### src/rtl/usbdev_pkg.sv
// Shared USB device types and constants for the wake transmitter and its neighbours.
package usbdev_pkg;

  // Remote-wakeup transmitter states; encodings are fixed so the debug
  // state output reads the same in every build.
  typedef enum logic [2:0] {
    WAKE_IDLE      = 3'd0,
    WAKE_WAIT_IDLE = 3'd1,
    WAKE_DRIVE     = 3'd2,
    WAKE_RELEASE   = 3'd3,
    WAKE_WAIT_HOST = 3'd4
  } wake_state_e;

  // Extra bus idle required after suspend entry before remote wakeup may
  // start (detector's 3 ms timeout plus this gives the 5 ms minimum).
  localparam int unsigned USB_WAKE_MIN_IDLE_US  = 2000;

  // Legal window for the resume K drive.
  localparam int unsigned USB_WAKE_MIN_DRIVE_US = 1000;
  localparam int unsigned USB_WAKE_MAX_DRIVE_US = 15000;

  // {dp, dn} for a K state, honouring a swapped D+/D- pair.
  function automatic logic [1:0] usb_k_pair(input logic pinflip);
    return pinflip ? 2'b10 : 2'b01;
  endfunction

endpackage

### src/rtl/usbdev_us_timer.sv
// Microsecond phase timer: saturating counter with clear, tick enable and
// terminal-count compare. hit_o fires on the tick that makes cnt == limit,
// so a phase of length N lasts exactly N ticks after the last clear.
module usbdev_us_timer #(
  parameter int TimerW = 15
) (
  input  logic              clk_i,
  input  logic              rst_ni,
  input  logic              clr_i,
  input  logic              tick_i,
  input  logic [TimerW-1:0] limit_i,
  output logic [TimerW-1:0] cnt_o,
  output logic              hit_o
);

  localparam logic [TimerW-1:0] One = TimerW'(1);

  logic [TimerW-1:0] cnt_q, cnt_d;

  // Next count: clear wins, otherwise count ticks and stick at all-ones.
  always_comb begin
    cnt_d = cnt_q;
    if (clr_i) begin
      cnt_d = '0;
    end else if (tick_i && (cnt_q != '1)) begin
      cnt_d = cnt_q + One;
    end
  end

  // Counter register.
  always_ff @(posedge clk_i or negedge rst_ni) begin
    if (!rst_ni) begin
      cnt_q <= '0;
    end else begin
      cnt_q <= cnt_d;
    end
  end

  // Terminal count is independent of clr_i so the owner can derive its
  // clear from the next state without a combinational loop.
  assign hit_o = tick_i && (cnt_q == (limit_i - One));
  assign cnt_o = cnt_q;

endmodule

### src/rtl/usbdev_wake_tx.sv
// Device-side USB remote-wakeup transmitter. From suspend, on request, waits
// for sustained bus idle, drives K for a fixed time, releases the bus and
// waits for the host to continue resume signalling.
// Pulse outputs (wake_done_o / wake_abort_o) are single-cycle and never
// asserted together; wake_req_i / wake_cancel_i are single-cycle requests.
module usbdev_wake_tx
  import usbdev_pkg::*;
#(
  parameter int unsigned IdleMinUs  = USB_WAKE_MIN_IDLE_US,
  parameter int unsigned DriveUs    = 2000,
  parameter int unsigned HostWaitUs = 25000,
  parameter int          TimerW     = 15
) (
  input  logic       clk_48mhz_i,
  input  logic       rst_ni,
  input  logic       us_tick_i,
  input  logic       wake_req_i,
  input  logic       wake_cancel_i,
  input  logic       link_suspend_i,
  input  logic       link_reset_i,
  input  logic       link_disconnect_i,
  input  logic       rx_idle_det_i,
  input  logic       pinflip_i,
  output logic       wake_oe_o,
  output logic       wake_dp_o,
  output logic       wake_dn_o,
  output logic       wake_busy_o,
  output logic       wake_done_o,
  output logic       wake_abort_o,
  output logic [2:0] wake_state_o
);

  wake_state_e       state_q, state_d;
  logic              abort_ev, done_ev, idle_restart;
  logic              tmr_clr, tmr_hit;
  logic [TimerW-1:0] tmr_limit, tmr_cnt;

  logic oe_q, oe_d, dp_q, dp_d, dn_q, dn_d;
  logic busy_q, busy_d, done_q, done_d, abort_q, abort_d;

  // Phase timer; restarted on every state change and on loss of bus idle.
  usbdev_us_timer #(.TimerW(TimerW)) u_timer (
    .clk_i   (clk_48mhz_i),
    .rst_ni  (rst_ni),
    .clr_i   (tmr_clr),
    .tick_i  (us_tick_i),
    .limit_i (tmr_limit),
    .cnt_o   (tmr_cnt),
    .hit_o   (tmr_hit)
  );

  // Phase length for the current state.
  always_comb begin
    tmr_limit = '1;
    unique case (state_q)
      WAKE_WAIT_IDLE: tmr_limit = TimerW'(IdleMinUs);
      WAKE_DRIVE:     tmr_limit = TimerW'(DriveUs);
      WAKE_WAIT_HOST: tmr_limit = TimerW'(HostWaitUs);
      default:        tmr_limit = '1;
    endcase
  end

  // State register.
  always_ff @(posedge clk_48mhz_i or negedge rst_ni) begin
    if (!rst_ni) begin
      state_q <= WAKE_IDLE;
    end else begin
      state_q <= state_d;
    end
  end

  // Next state and done/abort events. Link loss, bus reset and cancel
  // override any normal transition; all three end in Idle with abort.
  always_comb begin
    state_d      = state_q;
    abort_ev     = 1'b0;
    done_ev      = 1'b0;
    idle_restart = 1'b0;
    if (state_q != WAKE_IDLE &&
        (link_disconnect_i || link_reset_i || wake_cancel_i)) begin
      state_d  = WAKE_IDLE;
      abort_ev = 1'b1;
    end else begin
      unique case (state_q)
        WAKE_IDLE: begin
          if (wake_req_i) begin
            if (link_suspend_i && !link_disconnect_i) state_d  = WAKE_WAIT_IDLE;
            else                                      abort_ev = 1'b1;
          end
        end
        WAKE_WAIT_IDLE: begin
          if (!link_suspend_i) begin
            // Host resumed before we could.
            state_d  = WAKE_IDLE;
            abort_ev = 1'b1;
          end else if (!rx_idle_det_i) begin
            idle_restart = 1'b1;
          end else if (tmr_hit) begin
            state_d = WAKE_DRIVE;
          end
        end
        // Our own K clears suspend/idle detection, so only the timer counts.
        WAKE_DRIVE: if (tmr_hit) state_d = WAKE_RELEASE;
        WAKE_RELEASE: state_d = WAKE_WAIT_HOST;
        WAKE_WAIT_HOST: begin
          if (!link_suspend_i) begin
            state_d = WAKE_IDLE;
            done_ev = 1'b1;
          end else if (tmr_hit) begin
            state_d  = WAKE_IDLE;
            abort_ev = 1'b1;
          end
        end
        default: state_d = WAKE_IDLE;
      endcase
    end
  end

  assign tmr_clr = (state_d != state_q) || idle_restart || (state_q == WAKE_IDLE);

  // Output values for the next cycle, taken from the next state so the
  // registered drive enable tracks the state register exactly.
  always_comb begin
    oe_d    = (state_d == WAKE_DRIVE);
    dp_d    = 1'b0;
    dn_d    = 1'b0;
    if (oe_d) {dp_d, dn_d} = usb_k_pair(pinflip_i);
    busy_d  = (state_d != WAKE_IDLE);
    done_d  = done_ev;
    abort_d = abort_ev;
  end

  // Output registers.
  always_ff @(posedge clk_48mhz_i or negedge rst_ni) begin
    if (!rst_ni) begin
      oe_q    <= 1'b0;
      dp_q    <= 1'b0;
      dn_q    <= 1'b0;
      busy_q  <= 1'b0;
      done_q  <= 1'b0;
      abort_q <= 1'b0;
    end else begin
      oe_q    <= oe_d;
      dp_q    <= dp_d;
      dn_q    <= dn_d;
      busy_q  <= busy_d;
      done_q  <= done_d;
      abort_q <= abort_d;
    end
  end

  assign wake_oe_o    = oe_q;
  assign wake_dp_o    = dp_q;
  assign wake_dn_o    = dn_q;
  assign wake_busy_o  = busy_q;
  assign wake_done_o  = done_q;
  assign wake_abort_o = abort_q;
  assign wake_state_o = state_q;

  // K drive duration must stay inside the legal resume window.
  drive_range_a: assert property (@(posedge clk_48mhz_i)
    (DriveUs >= USB_WAKE_MIN_DRIVE_US) && (DriveUs <= USB_WAKE_MAX_DRIVE_US));

  // Every phase length must fit in the timer.
  timer_width_a: assert property (@(posedge clk_48mhz_i)
    (IdleMinUs < (1 << TimerW)) && (DriveUs < (1 << TimerW)) &&
    (HostWaitUs < (1 << TimerW)));

endmodule

### config.mk
export PLATFORM = sky130hd
export DESIGN_NAME = usbdev_wake_tx
export DESIGN_NICKNAME = d
export VERILOG_FILES = /design/src/rtl/usbdev_pkg.sv /design/src/rtl/usbdev_us_timer.sv /design/src/rtl/usbdev_wake_tx.sv
export SDC_FILE = /design/constraint.sdc
export NUM_CORES = 1
export LEC_CHECK = 0
export ABC_CLOCK_PERIOD_IN_PS = 3300
export BUFFER_PORTS_ARGS = -buffer_cell sky130_fd_sc_hd__buf_2
export CORE_ASPECT_RATIO = 0.6
export CORE_MARGIN = 10
export CORE_UTILIZATION = 40
export CTS_BUF_LIST = sky130_fd_sc_hd__clkbuf_4 sky130_fd_sc_hd__clkbuf_8
export DETAILED_ROUTE_END_ITERATION = 10
export GPL_ROUTABILITY_DRIVEN = 0
export PLACE_DENSITY = 0.67
export SETUP_SLACK_MARGIN = 0.15
export SLEW_MARGIN = 25
export SYNTH_ARGS = -nofsm -noshare
export SYNTH_HDL_FRONTEND = slang
export SYNTH_SLANG_ARGS = --single-unit
### constraint.sdc
create_clock -name clk_48mhz_i -period 3.3 [get_ports clk_48mhz_i]
set_input_delay 0.825 -clock clk_48mhz_i [delete_from_list [all_inputs] [get_ports clk_48mhz_i]]
set_output_delay 0.825 -clock clk_48mhz_i [all_outputs]
set_load 0.01 [all_outputs]
; ---- After elaboration in Yosys (flattened, before gate mapping)
; Index checks and enable logic that the tools add are counted.
[op_classes]
n_eq_ne = 8
add_sub_neg = 2
muxes = 29
reduce_logical = 14
[ops]
columns = op, count
row1 = $mux 15, 2
row2 = $pmux 15 s2, 1
row3 = $mux 3, 9
row4 = $add 15x1->15 const B, 1
row5 = $eq 15x15->1, 1
row6 = $ne 15x15->1 const B, 1
row7 = $pmux 3 s5, 1
row8 = $sub 15x1->15 const B, 1
row9 = $mux 1, 14
row10 = $eq 3x2->1 const B, 3
row11 = $reduce_bool 3->1, 2
row12 = $logic_and 1x1->1, 4
row13 = $logic_or 1x1->1, 4
row14 = $eq 3x1->1 const B, 1
row15 = $eq 3x3->1 const B, 1
row16 = $logic_not 3->1, 1
row17 = $ne 3x3->1, 1
row18 = $pmux 1 s3, 1
row19 = $mux 2, 1
row20 = $reduce_bool 2->1, 1
row21 = $reduce_or 2->1, 1
row22 = $logic_not 1->1, 1
[word_totals]
input_bits = 10
word_cells = 61
regBits = 24

; ---- Longest topological paths before layout
[logic_depth]
depth_word = 15
depth_mapped = 11
ltp_nobuf = 9

; ---- Cells and area by module
; A second synthesis with hierarchy kept.
[hier_totals]
cells_unflattened = 212
hier_area_um2 = 1866.8
[by_module_without_submodules]
columns = mod, cells_each, area_per_inst_um2, n_inst
row1 = usbdev_us_timer, 154, 1331.3, 1
row2 = usbdev_wake_tx, 58, 535.5, 1

; ---- Least setup slack after synthesis
; No wires, ideal clock.
[synth_timing]
path_kind = flip-flop to flip-flop
start = register state_q[0], in the netlist wake_state_o[0]
end = register u_timer.cnt_q[14], in the netlist u_timer.cnt_o[14]
setup_slack_ps = 786
synth_period_minus_slack_ps = 2514
path_stages_with_launch = 12
t_required_ps = 3181
arrival_time_ps = 2395
path_cell_list = dfrtp_1 > buf_2 > xor2_1 > nor2b_1 > inv_1 > ha_1 > or3_1 > a21oi_1 > o211a_1 > a31o_2 > buf_6 > nor2_2
[synth_via]
elab_chain_cells = 15
elab_cells_between_ends = 29
[synth_rtl]
columns = item, line
row1 = from (decl), usbdev_wake_tx.sv:33  ; wake_state_e state_q, state_d;
row2 = from (signal assigned), usbdev_wake_tx.sv:68  ; state_q <= state_d;
row3 = $eq 3x2->1 / $eq 3x1->1 (equally long branches), "usbdev_wake_tx.sv:55, usbdev_wake_tx.sv:84"
row4 = $reduce_or 2->1 (no line), --
row5 = $pmux 15 s2, usbdev_wake_tx.sv:55  ; unique case (state_q)
row6 = $sub 15x1->15, usbdev_us_timer.sv:41  ; assign hit_o = tick_i && (cnt_q == (limit_i - One));
row7 = $eq 15x15->1, usbdev_us_timer.sv:41
row8 = $logic_and 1x1->1, usbdev_us_timer.sv:41
row9 = $mux 3, usbdev_wake_tx.sv:98  ; end else if (tmr_hit) begin
row10 = $mux 3, usbdev_wake_tx.sv:96  ; end else if (!rx_idle_det_i) begin
row11 = $mux 3, usbdev_wake_tx.sv:92  ; if (!link_suspend_i) begin
row12 = $pmux 3 s5, usbdev_wake_tx.sv:84  ; unique case (state_q)
row13 = $mux 3, usbdev_wake_tx.sv:79  ; if (state_q != WAKE_IDLE &&
row14 = $ne 3x3->1, usbdev_wake_tx.sv:119  ; assign tmr_clr = (state_d != state_q) || idle_restart || (state_q == WAKE_IDLE);
row15 = $logic_or 1x1->1, usbdev_wake_tx.sv:119
row16 = $logic_or 1x1->1 *, usbdev_wake_tx.sv:119
row17 = $mux 15 / $reduce_bool 2->1 (equally long branches), --
row18 = to (signal assigned), usbdev_us_timer.sv:35  ; cnt_q <= cnt_d;
row19 = to (decl), usbdev_us_timer.sv:18  ; logic [TimerW-1:0] cnt_q, cnt_d;
; Mark *: on every way between the ends. The rest lies on a longest branch, timed or not.
; A chain may end at the register's enable or synchronous reset.

; ---- Worst setup path after layout
[layout_timing]
start = register state_q[0], in the netlist wake_state_o[0]
end = register u_timer.cnt_q[4], in the netlist u_timer.cnt_o[4]
; Same word-level chain as after synthesis.

==> summary by stage <==
Status
The flow ran to the end, and the final reports show no timing, DRC or antenna violations.

Synthesis
The largest area contributor in the synthesized netlist is sky130_fd_sc_hd__dfrtp_1. The net count after synthesis is about 180. The post-synthesis sequential area ratio is 40.34%. The share of flip-flops with an asynchronous set or reset after synthesis is 100.0%. The total standard cell area after synthesis is roughly 1500 um^2.

In this run, synthesis produced a sequential element count of 24. The Yosys step of the flow raised 0 warnings. The area fraction of the dominant cell type after synthesis is between 40% and 50%. In the synthesized netlist, the number of instances is about 160. The number of enable-type register cells in the synthesized netlist is 0. The post-synthesis cell type count is between 40 and 50. Averaged over all synthesized cells, the footprint is approximately 9 um^2. By area the synthesized netlist is led by sky130_fd_sc_hd__dfrtp_1, sky130_fd_sc_hd__xor2_1, sky130_fd_sc_hd__nand3_1, sky130_fd_sc_hd__nor2_2, sky130_fd_sc_hd__xnor2_1.

Among all flip-flop cells after synthesis, the most frequent one is sky130_fd_sc_hd__dfrtp_1.

Layout
The antenna diode count is 0. Compared with the post-synthesis result, the final layout area differs by 11.09%. The non-filler instance count after layout is 224. The final layout contains 191 nets. Cells with a size suffix above 1 make up a little under a quarter of the layout. The filler cells instantiated in the layout total about 350. The final design utilization is a little under half.

Worst setup path
In this run the worst path has a maximum fanout of 15. The slowest library cell on the worst path is sky130_fd_sc_hd__dfrtp_1. The required time of the critical path is between 3 and 4 ns. Measured in cells, the most critical reg-to-reg path has a length of 9. Traced cell by cell, the critical path runs through xor2_1, nor2b_1, inv_1, ha_1, or3_1, a21oi_1, o211a_1, a31o_2, nor2_1.

The sum of buffers and inverters on the critical path is 1. The worst setup path is captured at a flip-flop. At the worst endpoint, the arrival time is 2.97 ns.

The worst setup path is launched from a flip-flop. The setup slack of the worst register-to-register path is roughly 0.48 ns. In this run the critical register-to-register path is launched from wake_state_o[0]. The timing startpoint of the critical path is wake_state_o[0]. The class of the most critical setup path is flip-flop to flip-flop. Counting buffers and inverters, the worst setup path is 9 cells deep. The category of cells accounting for the largest share of critical-path delay is compound AO/OA/AOI/OAI gates. The critical path ends at u_timer.cnt_o[4]. The worst flop-to-flop path endpoint is u_timer.cnt_o[4]. The maximum single-stage delay on the critical path is 0.65 ns.

Place
Once detailed placement completed, the half-perimeter wirelength came to around 2800 um. Counting tap cells, the placed design contains a total of 220 instances. Buffers placed on the I/O ports in this run total 18.

Floorplanning
The region available for standard cell placement spans roughly 3600 um^2. The die is about 67 um tall. For this configuration, the core starts out at a cell density of between 40 and 50%. The die covers about 6600 um^2. For this design the top-level I/O count stands at 19. The standard-cell row count is 17. Measured along the x axis, the die boundary spans a little under 100 um.

GRT
The met3 global-route usage is under 10%. For this run, global-route usage on met2 was measured as between 15 and 20%. The number of antenna violations at the first check in global routing is 0. The first-pass GRT wire length is 6106 um. For this run, global-route usage on met1 was measured as between 10% and 20%.

The largest net degree at the start of global routing is 25. met2 is the most crowded layer. The number of global-route vias before repair is 1272.

In the global route stage, overall resource usage came out at about 11%. For this run the aggregate overflow at the end of global routing stands at 0.

Timing
The worst pin sits at a relative slew slack of between 50 and 60%. The post-route setup TNS is 0 ns. The worst hold margin is a little over 0.5 ns.

In the finished design, the share of the clock period the worst path needs comes to between 80% and 90%. The number of setup violations in the final report is 0. The measured slew at the worst slew-check pin is around 0.72 ns. Setup repair after global routing left no endpoint under its margin. The number of endpoints with negative hold slack in the final report was 0. For this run, the top clock speed supported by timing is between 300 and 400 MHz. The clock period could shrink to ~2.8 ns. The final-report max-slew violation count is 0. For the final database, setup skew stands at approximately 0.0086 ns.

Drt
In the final routed layout, each cell accounts on average for around 17 um. The number of vias per cell is 5.897. Once detail routing completed, the nets flagged for antenna violations numbered 0. The first-pass iteration count of the detailed router is 4.

In the routed design, unresolved DRC markers number 0. The initial detailed-routing violation count is 153. The total via count after detailed routing is roughly 1.3k. The total wire length after detailed routing is 3742 um.

Clock tree
The number of hold buffers added after CTS was 0. The clock transition time at the flip-flop clock pins of the worst setup and hold paths is roughly 0.08 ns. The tree is rooted in a sky130_fd_sc_hd__clkbuf_8.

In this run the number of H-tree levels came out at 1. The number of cells upsized or downsized after cts is 0. The maximum clock path buffer count is 2. The setup fix buffers added after clock tree synthesis is 0. The insertion delay of the later-clocked pin in the worst-skew pair is roughly 0.27 ns.

The number of clock buffers added by TritonCTS is 3. The clock tree from TritonCTS is yes. The total clock sinks is 24.

Power and ir drop
The power density of the placed cells is around 330 nW/um^2. The leakage dissipation is 0.6774 nW. The worst vdd rail ir drop is approximately 0.16 mV.

Worst hold path
The worst min-delay path category is primary input to asynchronous set/reset pin.

Flow run
Max-cap violations in this run came to 0.
cell families (layout without fill, tap and decap cells):
logic type | after synthesis | count (layout) | share of synthesized area (%)
AOI/OAI and AO/OA | 27 | 27 | 13.03
xor gates and xnor gates | 15 | 15 | 8.824
adders and majority gates | 3 | 3 | 2.521
buffers and inverters | 13 | 28 | 4.118
DFF | 24 | 24 | 40.34
muxes | 1 | 1 | 0.7562
and+or+nand+nor | 79 | 79 | 30.42
metrics by stage:
step                area (um^2)  power, mW  setup WS [ns]
floorplan                  1489     0.3290         0.7859
global placement           1599     0.3439         0.6672
detailed placement         1599     0.3457         0.5405
CTS                        1654     0.5450         0.5203
global route               1654     0.5643         0.2159
finish                     1654     0.5404         0.4776
cell type report:
class / count / area (um^2) / share of cell area (%)
multi-input cells: 125 / 827.0 / 50.00
well taps: 47 / 58.81 / 3.555
inverters: 6 / 22.52 / 1.362
clock buffers: 4 / 55.05 / 3.328
repair buffers: 18 / 90.09 / 5.446
flip-flops and latches: 24 / 600.6 / 36.31
worst register-to-register path, stage by stage, from the launching register on:
cell,delay [ns]
sky130_fd_sc_hd__dfrtp_1,0.65
sky130_fd_sc_hd__xor2_1,0.19
sky130_fd_sc_hd__nor2b_1,0.19
sky130_fd_sc_hd__inv_1,0.06
sky130_fd_sc_hd__ha_1,0.25
sky130_fd_sc_hd__or3_1,0.38
sky130_fd_sc_hd__a21oi_1,0.20
sky130_fd_sc_hd__o211a_1,0.23
sky130_fd_sc_hd__a31o_2,0.43
sky130_fd_sc_hd__nor2_1,0.11
how the worst min path moves through the flow:
stage	end	slack [ns]	depth (start not counted)
floorplan	u_timer.cnt_o[14]	0.51	2
global placement	u_timer.cnt_o[8]	0.56	2
detailed placement	u_timer.cnt_o[8]	0.56	2
CTS	u_timer.cnt_o[4]	0.54	1
global route	u_timer.cnt_o[1]	0.57	1
finish	u_timer.cnt_o[4]	0.52	1
power breakdown:
part / switching [mW] / internal, mW / total, mW
registers: 0.00330 / 0.296 / 0.300
logic: 0.0263 / 0.0147 / 0.0410
clock network: 0.0932 / 0.107 / 0.200
per-layer routing:
layer  routed length, um  vias up  part of all wire (%)
met5                   0        -                     0
met4                  51        0                   1.4
met3                 306        7                   8.2
met2                1696       63                    45
met1                1688      631                    45
li1                    -      620                     -
registers in the layout (all words and copies together) (netlist names):
name,flops
wake_state_o,3
wake_dp_o,1
wake_oe_o,1
wake_abort_o,1
wake_done_o,1
wake_dn_o,1
wake_busy_o,1
u_timer.cnt_o,15
synth_stat cells, drive strengths merged (4+ instances only):
cell and n:
nand3 15, nor4 5, or3 4, o21ai 4
nand4 7, xnor2 6, nor3 4, xor2 9
nand2 9, buf 5, inv 6, nor2 23
dfrtp 24, a21oi 7
cells in the final DEF (no fill, tap or decap), drive strengths merged, types with 6 or more instances in the layout:
cell    n
dfrtp  24
nor2   23
buf    18
nand3  15
xor2    9
nand2   9
a21oi   7
nand4   7
xnor2   6
inv     6
No activity file was read; power rests on OpenSTA's default activity.
